--- config.mk ---
export PLATFORM = sky130hd
export DESIGN_NAME = ibus_dbus_arbiter
export DESIGN_NICKNAME = d
export VERILOG_FILES = /design/src/rtl/ibus_dbus_arbiter_pkg.sv /design/src/rtl/ibus_dbus_arbiter_pick.sv /design/src/rtl/ibus_dbus_arbiter.sv
export SDC_FILE = /design/constraint.sdc
export NUM_CORES = 1
export LEC_CHECK = 0
export ABC_CLOCK_PERIOD_IN_PS = 8880
export CAP_MARGIN = 15
export CORE_AREA = 2 2 200 202
export DETAILED_ROUTE_END_ITERATION = 10
export DIE_AREA = 0 0 202 204
export PLACE_DENSITY = 0.55
export SYNTH_ARGS = -nofsm -noshare
export SYNTH_HDL_FRONTEND = slang
export SYNTH_SLANG_ARGS = --single-unit
export TNS_END_PERCENT = 30
--- constraint.sdc ---
create_clock -name clk -period 8.88 [get_ports clk]
set_input_delay 1.776 -clock clk [delete_from_list [all_inputs] [get_ports clk]]
set_output_delay 1.776 -clock clk [all_outputs]
set_load 0.02 [all_outputs]
--- src/rtl/ibus_dbus_arbiter_pkg.sv ---
`default_nettype none
// +----------------------------------------------------------------------------+
// | common : bus types, size codes and arbiter enums shared by the ibus/dbus  |
// | arbiter and its winner-select sub-module.                                 |
// | Revision: 1.0                                                             |
// +----------------------------------------------------------------------------+
package common;

  typedef logic [2:0] msize_t;

  localparam msize_t MSIZE1 = 3'd0;
  localparam msize_t MSIZE2 = 3'd1;
  localparam msize_t MSIZE4 = 3'd2;
  localparam msize_t MSIZE8 = 3'd3;

  typedef struct packed {
    logic        valid;
    logic [63:0] addr;
  } ibus_req_t;

  typedef struct packed {
    logic        addr_ok;
    logic        data_ok;
    logic [31:0] data;
  } ibus_resp_t;

  typedef struct packed {
    logic        valid;
    logic [63:0] addr;
    msize_t      size;
    logic [7:0]  strobe;
    logic [63:0] data;
  } dbus_req_t;

  typedef struct packed {
    logic        addr_ok;
    logic        data_ok;
    logic [63:0] data;
  } dbus_resp_t;

  typedef struct packed {
    logic        valid;
    logic [63:0] addr;
    msize_t      size;
    logic [7:0]  strobe;
    logic [63:0] data;
  } mbus_req_t;

  typedef struct packed {
    logic        addr_ok;
    logic        data_ok;
    logic [63:0] data;
  } mbus_resp_t;

  typedef enum logic [1:0] {
    IDLE  = 2'd0,
    ISSUE = 2'd1,
    WAIT  = 2'd2,
    RESP  = 2'd3
  } arb_state_t;

  typedef enum logic {
    OWNER_IBUS = 1'b0,
    OWNER_DBUS = 1'b1
  } owner_t;

  // Fetches are always a 4-byte read; strobe/data stay zero.
  function automatic mbus_req_t ibus_to_mbus(input ibus_req_t req);
    mbus_req_t m;
    m        = '0;
    m.valid  = 1'b1;
    m.addr   = req.addr;
    m.size   = MSIZE4;
    m.strobe = 8'h00;
    m.data   = 64'h0;
    return m;
  endfunction

  function automatic mbus_req_t dbus_to_mbus(input dbus_req_t req);
    mbus_req_t m;
    m.valid  = 1'b1;
    m.addr   = req.addr;
    m.size   = req.size;
    m.strobe = req.strobe;
    m.data   = req.data;
    return m;
  endfunction

  // Pick the 32-bit instruction word out of the 64-bit memory beat.
  function automatic logic [31:0] ibus_word(input logic [63:0] beat, input logic upper);
    return upper ? beat[63:32] : beat[31:0];
  endfunction

endpackage : common
`default_nettype wire

--- src/rtl/ibus_dbus_arbiter_pick.sv ---
`default_nettype none
// +----------------------------------------------------------------------------+
// | arb_pick : combinational winner select between the fetch and data ports. |
// | A tie goes to the port that did not win last; tie i_last_grant to       |
// | OWNER_IBUS for fixed dbus priority.                                      |
// | Revision: 1.0                                                             |
// +----------------------------------------------------------------------------+
module arb_pick
  import common::*;
(
  input  logic   i_ivalid,
  input  logic   i_dvalid,
  input  owner_t i_last_grant,
  output logic   o_any,
  output owner_t o_grant
);

  always_comb begin
    o_any   = i_ivalid | i_dvalid;
    o_grant = OWNER_DBUS;
    if (i_ivalid && i_dvalid) begin
      o_grant = (i_last_grant == OWNER_DBUS) ? OWNER_IBUS : OWNER_DBUS;
    end else if (i_ivalid) begin
      o_grant = OWNER_IBUS;
    end
  end

endmodule : arb_pick
`default_nettype wire

--- src/rtl/ibus_dbus_arbiter.sv ---
`default_nettype none
// +----------------------------------------------------------------------------+
// | ibus_dbus_arbiter : shares one memory bus between instruction fetch and  |
// | data ports, one outstanding transaction. Define ARB_ROUND_ROBIN_EN for  |
// | round-robin ties; default is fixed dbus priority.                       |
// | Revision: 1.0                                                             |
// +----------------------------------------------------------------------------+
module ibus_dbus_arbiter
  import common::*;
(
  input  logic       clk,
  input  logic       rst,
  input  ibus_req_t  ireq,
  output ibus_resp_t iresp,
  input  dbus_req_t  dreq,
  output dbus_resp_t dresp,
  output mbus_req_t  mreq,
  input  mbus_resp_t mresp
);

  arb_state_t  r_state;
  owner_t      r_owner;
  mbus_req_t   r_mreq;
  logic [63:0] r_data;

  owner_t      w_last_hint;
  owner_t      w_win;
  logic        w_any;
  logic        w_resp;

`ifdef ARB_ROUND_ROBIN_EN
  owner_t      r_last_grant;
  assign w_last_hint = r_last_grant;
`else
  assign w_last_hint = OWNER_IBUS;
`endif

  arb_pick u_pick (
    .i_ivalid     (ireq.valid),
    .i_dvalid     (dreq.valid),
    .i_last_grant (w_last_hint),
    .o_any        (w_any),
    .o_grant      (w_win)
  );

  always_ff @(posedge clk or posedge rst) begin
    if (rst) begin
      r_state <= IDLE;
      r_owner <= OWNER_DBUS;
      r_mreq  <= '0;
      r_data  <= 64'h0;
`ifdef ARB_ROUND_ROBIN_EN
      r_last_grant <= OWNER_IBUS;
`endif
    end else begin
      unique case (r_state)
        IDLE: begin
          if (w_any) begin
            r_state <= ISSUE;
            r_owner <= w_win;
            r_mreq  <= (w_win == OWNER_DBUS) ? dbus_to_mbus(dreq) : ibus_to_mbus(ireq);
`ifdef ARB_ROUND_ROBIN_EN
            r_last_grant <= w_win;
`endif
          end
        end
        ISSUE: begin
          // A data_ok without addr_ok is a protocol violation and is dropped here.
          if (mresp.addr_ok) begin
            r_mreq.valid <= 1'b0;
            if (mresp.data_ok) begin
              r_data  <= mresp.data;
              r_state <= RESP;
            end else begin
              r_state <= WAIT;
            end
          end
        end
        WAIT: begin
          if (mresp.data_ok) begin
            r_data  <= mresp.data;
            r_state <= RESP;
          end
        end
        RESP: begin
          r_state <= IDLE;
        end
        default: begin
          r_state <= IDLE;
        end
      endcase
    end
  end

  assign w_resp = (r_state == RESP);
  assign mreq   = r_mreq;

  // Response pulse is a decode of registered state only, so it cannot glitch.
  always_comb begin
    iresp = '0;
    dresp = '0;
    if (w_resp) begin
      if (r_owner == OWNER_IBUS) begin
        iresp.addr_ok = 1'b1;
        iresp.data_ok = 1'b1;
        iresp.data    = ibus_word(r_data, r_mreq.addr[2]);
      end else begin
        dresp.addr_ok = 1'b1;
        dresp.data_ok = 1'b1;
        dresp.data    = r_data;
      end
    end
  end

endmodule : ibus_dbus_arbiter
`default_nettype wire

==> metrics list, run 1 <==
* Drt first-iter violations: approximately 430
- Placement Rows: 73
- The biggest area contributor in the post-synthesis netlist is dfrtp_1.
- Setup violations remaining at the end of the flow were counted as 0.
- Fraction of the yosys area taken by sequential cells: 0.538
* PnR Total Power: approximately 0.0057 W
* Half-perimeter wire length after detailed placement: ~24000 µm
- The congestion estimate from routability-driven global placement came to between 0.8 and 0.9.
- Cell at the root of the clock tree: clkbuf_16
* Clock skew after layout: roughly 0.0086 ns
- The tightest hold path in the finished design has a slack of 0.478 ns.
* Post-synth net total: 1054
- The later pin in the worst-skew pair is clocked with a latency of ~0.53 ns.
- Detailed routing inserted a total of about 8000 vias.
- Hold buffers post-CTS: 0
- After clock tree synthesis, the clock-pin slew on the worst setup and hold paths is roughly 0.060 ns.
* Post-DR vias/cell: approximately 4.5
- Headroom to the max-slew limit came out at 0.285.
- Static Leakage: a little under 7 nW
- Top achievable clock speed: ~0.21 GHz
- Worst path arrival time: about 2.9 ns
* Worst endpoint required time: between 7 and 8 ns
- Synthesized netlist cell count: 776
- Shortest period the worst path allows: roughly 4.7 ns
- Number of nets at the end of the flow: between 1500 and 2000
- Buffers inserted during post-CTS setup optimization: 0
- Height of the chip: about 200 µm
* CTS buffer count: 26
* Via count of the first global-routing pass: ~8200
- Worst hold path stage count: 2
- Hold crit path type: reg -> reg
- Including well taps, the total number of placed cells is ~1700.
- Number of routed nets with antenna violations: 0
- The worst-case IR drop observed on VDD is approximately 210 µV.
* Power density over the cells: 359 nW/µm²
* CTS tree: yes
- The worst setup path is of the reg -> out kind.
* Number of warnings reported in the yosys synthesis log: 0
- Total wire length after detailed routing: 34300 µm
- The die is between 200 and 250 µm wide.
- Sink Count: a little over 200
- The worst register-to-register path has a depth of 6.
- Boundary pin count: 513
* Mean area per synthesized cell: approximately 12 µm²
* Flip-flop and latch count after synthesis: between 200 and 250
- RSZ-0062 raised after global routing: no
* Core area: approximately 39000 µm²
* Overall routing resource usage: 0.158
* Total of cells resized after clock tree synthesis: 0
* Global-route wire length before repair: a little over 50000 µm
- The die covers approximately 41000 µm².
* Most common cell after layout, fill and taps aside: clkdlybuf4s50_1
- Antenna violations before repair: 1
- For this run, the number of standard cells in the final layout without fillers is 1793.
* Setup total negative slack: 0 ns
* Signed area change from the synthesized netlist to the final layout: 64.9%
* Fraction of final layout cells sized beyond drive strength 1: 0.0979
* Count of buffers from port buffering: 512
* Period utilisation layout: 0.527
* CP Launch Type: flop
- Count of unique library cells instantiated by Yosys: 31
- Endpoint kind of the worst setup timing path: output pin
* Initial cell density of the core: 0.246
- Measured on the finished design, the core utilization comes to 0.406.
- The flow ran to the end, and the final reports show no timing, DRC or antenna violations.
* Max clock buf depth: 3
- Of the post-synthesis cell area, the dominant cell type holds 0.535.
- Largest driver fanout on the critical path: 66
- The hold violation total from the final report was 0.
- The tool flagged a number of max-cap violations equal to 0.
* Cell types occupying the most area after synthesis: dfrtp_1 (53%), mux2i_1 (10%), mux2_4 (9.5%)
- For this run, design rule violations remaining after detail routing come to 0.
- Global routing finished with a remaining overflow of 0.
- Depth of the CTS H-tree: 1
* First-pass detailed-route iteration total: 7
- The final number of max-transition violations came to 0.
- Routed wirelength normalized by instance count: 19.1 µm
- Actual slew at the worst max-slew pin: between 1 and 1.5 ns
* Leading cell types in the layout, fill and taps excluded: clkdlybuf4s50_1 (511), dfrtp_1 (205), mux2i_1 (96)
- Maximum number of pins on one net before global-route repair: around 100
* Post-synth design cell area: 9640 µm²
## where the power goes
group	total [W]	switching [W]	internal, W	leakage, nW
clock	0.00103	0.000402	0.000629	0.406
sequential	0.00174	0.000318	0.00143	2.56
combinational	0.00292	0.00146	0.00146	3.92
## final cells by class
| class | count | area, µm² |
|---|---|---|
| Sequential cell | 207 | 5180 |
| Clock inverter | 4 | 47.5 |
| Inverter | 6 | 30.0 |
| Timing Repair Buffer | 523 | 5200 |
| Fill cell | 3780 | 23300 |
| Multi-Input combinational cell | 487 | 3980 |
| Tap cell | 525 | 657 |
| Clock buffer | 40 | 785 |
| Antenna cell | 1 | 2.50 |
## through the flow
step | worst slack [ns] | cell area [µm²]
2_1_floorplan | 1.45 | 9640
3_3_place_gp | 4.71 | 15100
3_5_place_dp | 4.70 | 15100
4_1_cts | 4.16 | 15900
5_1_grt | 3.97 | 15900
6_report | 4.20 | 15900
## registers in the layout (all words and copies together), names as in the netlist
register and flops:
r_data 64, mreq 140, r_state 2, r_owner 1
## critical path, stage by stage (launching register included)
cell and delay (ns):
dfrtp_1 0.43, ha_2 0.19, buf_4 0.44, nand2b_1 0.14
buf_4 0.27, nor2_1 0.19, clkdlybuf4s50_1 0.62
## path summary, 6_finish.rpt
check / from / to / slack [ns]
min in group asynchronous: rst / mreq[5] / 1.77
hold reg to reg: mreq[133] / mreq[133] / 0.48
setup reg to reg: r_state[0] / mreq[22] / 6.02
max in group asynchronous: rst / mreq[77] / 5.71
hold / removal: mreq[133] / mreq[133] / 0.48
setup / recovery: r_state[0] / iresp[4] / 4.20
## Yosys cell counts (all sizes together)
cell type	count
dfrtp	206
mux2i	96
a32o	74
o21ai	68
nand2	67
mux2	66
and3	64
buf	43
nor2	34
clkbuf	33
inv	6
ha	5
a21oi	2
nand2b	2
nor2b	2
a21o	1
a22o	1
and2	1
dfstp	1
nand3	1
o21a	1
o21bai	1
o221ai	1
## logic make-up (layout without fill, tap and decap cells)
group                      count (synthesis)  in the layout  share of synthesized area
buffers and inverters                     82            573                     0.0510
AOI/OAI and AO/OA                        149            149                      0.118
muxes                                    162            162                      0.201
DFF                                      207            207                      0.538
adders and majority gates                  5              5                    0.00649
and+or+nand+nor                          171            171                     0.0863
other                                      0              1                          0
## layer usage
metal | part of all wire | GRT usage | wire length [µm]
met5 | 0 | 0 | 0
met4 | 0.019 | 0.0328 | 645
met3 | 0.086 | 0.0542 | 2960
met2 | 0.48 | 0.259 | 16400
met1 | 0.42 | 0.203 | 14300
(Power assumes the default switching activity.)
==> run 2: changes to the inputs <==
Settings changed: ABC_CLOCK_PERIOD_IN_PS 8880 to 4000, CORE_AREA 2 2 200 202 to 2 2 199 201, DIE_AREA 0 0 202 204 to 0 0 201 203, PLACE_DENSITY 0.55 to 0.57.
Clock period 8.88 ns to 4 ns, I/O delays scaled along.
==> run 2 against run 1 <==
Against the previous run:
- final cell count about the same
- first-iteration DRC count is 22% lower
- critical endpoint is now iresp[13]
- sequential share of layout area fell by 0.24 points
- clock power up 130%
- global-route usage up 0.16 points
- die area shrank 0.98%
- non-clock buffer count increased by 5
- sequential power increased by 130%
- flip-flop and latch count unchanged
==> metrics list, run 2 (synthesis gave the netlist of run 1 again) <==
- Worst-skew pair later-pin latency: 0.54 ns (about the same)
- Tightest slew margin relative to the limit: 0.431 (+0.146)
* Die area: 40800 µm² (-0.98%)
* Static Leakage: 6.94 nW (+0.86%)
* CTS buffer count: 26 (unchanged)
- Power density over the cells: 796 nW/µm² (+120%)
- PnR Total Power: 0.0127 W (+120%)
- Dividing the final minimum period by the clock period gives 0.892.
* Outcome: finished clean
- Cell-by-cell listing of the critical path: ha_2, nand2b_1, buf_4, nor2_1, clkdlybuf4s50_1
- The worst setup path is launched from a flop.
- The worst endpoint data arrival time came to 2.77 ns (-0.14 ns).
- The clock tree skew after final layout came to 0.0109 ns (+0.00235 ns).
* Actual slew at the worst max-slew pin: 0.853 ns (-0.220 ns)
* Half-perimeter wire length after detailed placement: 24900 µm (+2.0%)
* Buffers inserted during post-CTS setup optimization: 0 (unchanged)
- Fill count: 3711 (-1.8%)
* Placement Rows: 72 (-1.4%)
* Footprint of the flip-flops and latches: 5180 µm² (unchanged)
- The flip-flop count of the largest register, all copies and words added came to 140 (unchanged).
- DR vias: 8045 (+0.20%)
* Total of cells resized after clock tree synthesis: 0 (unchanged)
- Count of endpoints failing setup in the final report: 0 (unchanged)
- Antenna violations before repair: 3 (+2)
- The share of cells above drive strength 1 is 0.102 (+0.00409).
* Hold buffers post-CTS: 0 (unchanged)
- The core box area is 38500 µm² (-1.8%).
- The final total negative setup slack was 0 ns (unchanged).
* First-pass detailed-route iteration total: 4 (-3)
- Global-route wire length before repair: 51400 µm (+0.84%)
- The number of global-route vias before repair came to 8338 (+1.6%).
- The global route total overflow was 0 (unchanged).
- The maximum VDD drop was 454 µV (+120%).
- In the layout the commonest cells are clkdlybuf4s50_1 (511), dfrtp_1 (205), mux2i_1 (96).
- The detail-routed net length per standard cell was 19.0 µm (-0.45%).
* Overall routing resource usage: 0.160 (+0.00164)
- RSZ-0062 raised after global routing: no
* Maximum number of pins on one net before global-route repair: 115 (+14%)
- The final weighted congestion in routability-driven placement is 0.837 (-3.4%).
* Slowest stage cell on the critical path: clkdlybuf4s50_1
- The largest incremental delay on the critical path came to 0.62 ns (about the same).
* Number of nets at the end of the flow: 1534 (+0.33%)
* Area of the multi-input gates: 3980 µm² (unchanged)
- Initial cell density of the core: 0.251 (+0.00458)
- Shortest period the worst path allows: approximately 3.6 ns
- Height of the chip: 203 µm (-0.49%)
* Cell at the root of the clock tree: clkbuf_16
- Hold crit path type: reg -> reg
* Top achievable clock speed: 0.280 GHz
- The worst path required time was 3.20 ns (-3.90 ns).
- The number of top-level pins came to 513 (unchanged).
- Largest driver fanout on the critical path: 34 (-48%)
* Sink Count: 207 (unchanged)
- The worst-case clock buffer depth is 3 (unchanged).
* Number of routed nets with antenna violations: 0 (unchanged)
- The level count of the clock H-tree was 1 (unchanged).
- Drt first-iter violations: 334 (-22%)
- Slew Viols, Final: 0 (unchanged)
* Post-DR vias/cell: 4.48 (+0.14%)
* CTS tree: yes
* Signed area change from the synthesized netlist to the final layout: 66.1%
- Final cell utilization of the core: 0.416 (+0.0106)
- Count of buffers from port buffering: 512 (unchanged)
- The overall routed net length was 34200 µm (-0.40%).
* Post-route DRC violation count: 0 (unchanged)
- Leaving out fill and tap cells, the most frequent cell in the layout is clkdlybuf4s50_1.
- By startpoint and endpoint, the worst setup path is classified as reg -> out.
- Endpoint kind of the worst setup timing path: output pin
* Number of maximum-capacitance constraint violations: 0 (unchanged)
- The hold violation total from the final report was 0 (unchanged).
- Clock transition at path regs: 0.06 ns (about the same)
* DIE WIDTH: 201 µm (-0.50%)
-- run 2: worst paths after layout --
kind / start / endpoint / slack (ns) / depth (start not counted)
worst max register to register: r_state[0] / mreq[101] / 1.66 / 6
worst min-delay path: mreq[135] / mreq[135] / 0.48 / 2
worst min register to register: mreq[135] / mreq[135] / 0.48 / 2
min in group asynchronous: rst / mreq[58] / 0.72 / 2
max in group asynchronous: rst / mreq[77] / 2.46 / 3
worst max-delay path: r_state[0] / iresp[13] / 0.43 / 5
-- run 2: routing by layer --
metal | GRT usage | up-vias | part of all wire
met3 | 0.0498 | 46 | 0.079
met5 | 0 | - | 0.00035
li1 | - | 3786 | -
met4 | 0.0471 | 2 | 0.028
met2 | 0.266 | 326 | 0.47
met1 | 0.199 | 3885 | 0.42
-- run 2: worst max-delay path, delay by kind of cell (launching register included) --
family	cells	cell delay, ns
fa+ha+maj	1	0.61
buf+inv	2	0.91
flops	1	0.42
simple gates	2	0.29
-- run 2: final cells by class --
type	instances	share of cell area
Multi-Input combinational cell	487	0.249
Tap cell	518	0.0405
Clock inverter	4	0.00281
Sequential cell	207	0.324
Clock buffer	43	0.0503
Timing Repair Buffer	528	0.332
Inverter	6	0.00164
Antenna cell	1	0.000156
-- run 2: per-stage QoR --
stage	hold slack [ns]	instance area [µm²]	setup WS [ns]	std cells
2_1_floorplan	0.494	9640	0.515	776
3_3_place_gp	0.460	15200	1.04	1746
3_5_place_dp	0.470	15200	0.963	1746
4_1_cts	0.483	16000	0.365	1793
5_1_grt	0.494	16000	0.219	1793
6_report	0.476	16000	0.433	1794
-- run 2: report_power, final --
part / switching [W] / total, W / internal [W] / leakage, nW
registers: 0.000826 / 0.00399 / 0.00316 / 2.56
logic: 0.00313 / 0.00642 / 0.00330 / 3.96
clock network: 0.000910 / 0.00234 / 0.00142 / 0.420
total: 0.00486 / 0.0127 / 0.00789 / 6.94
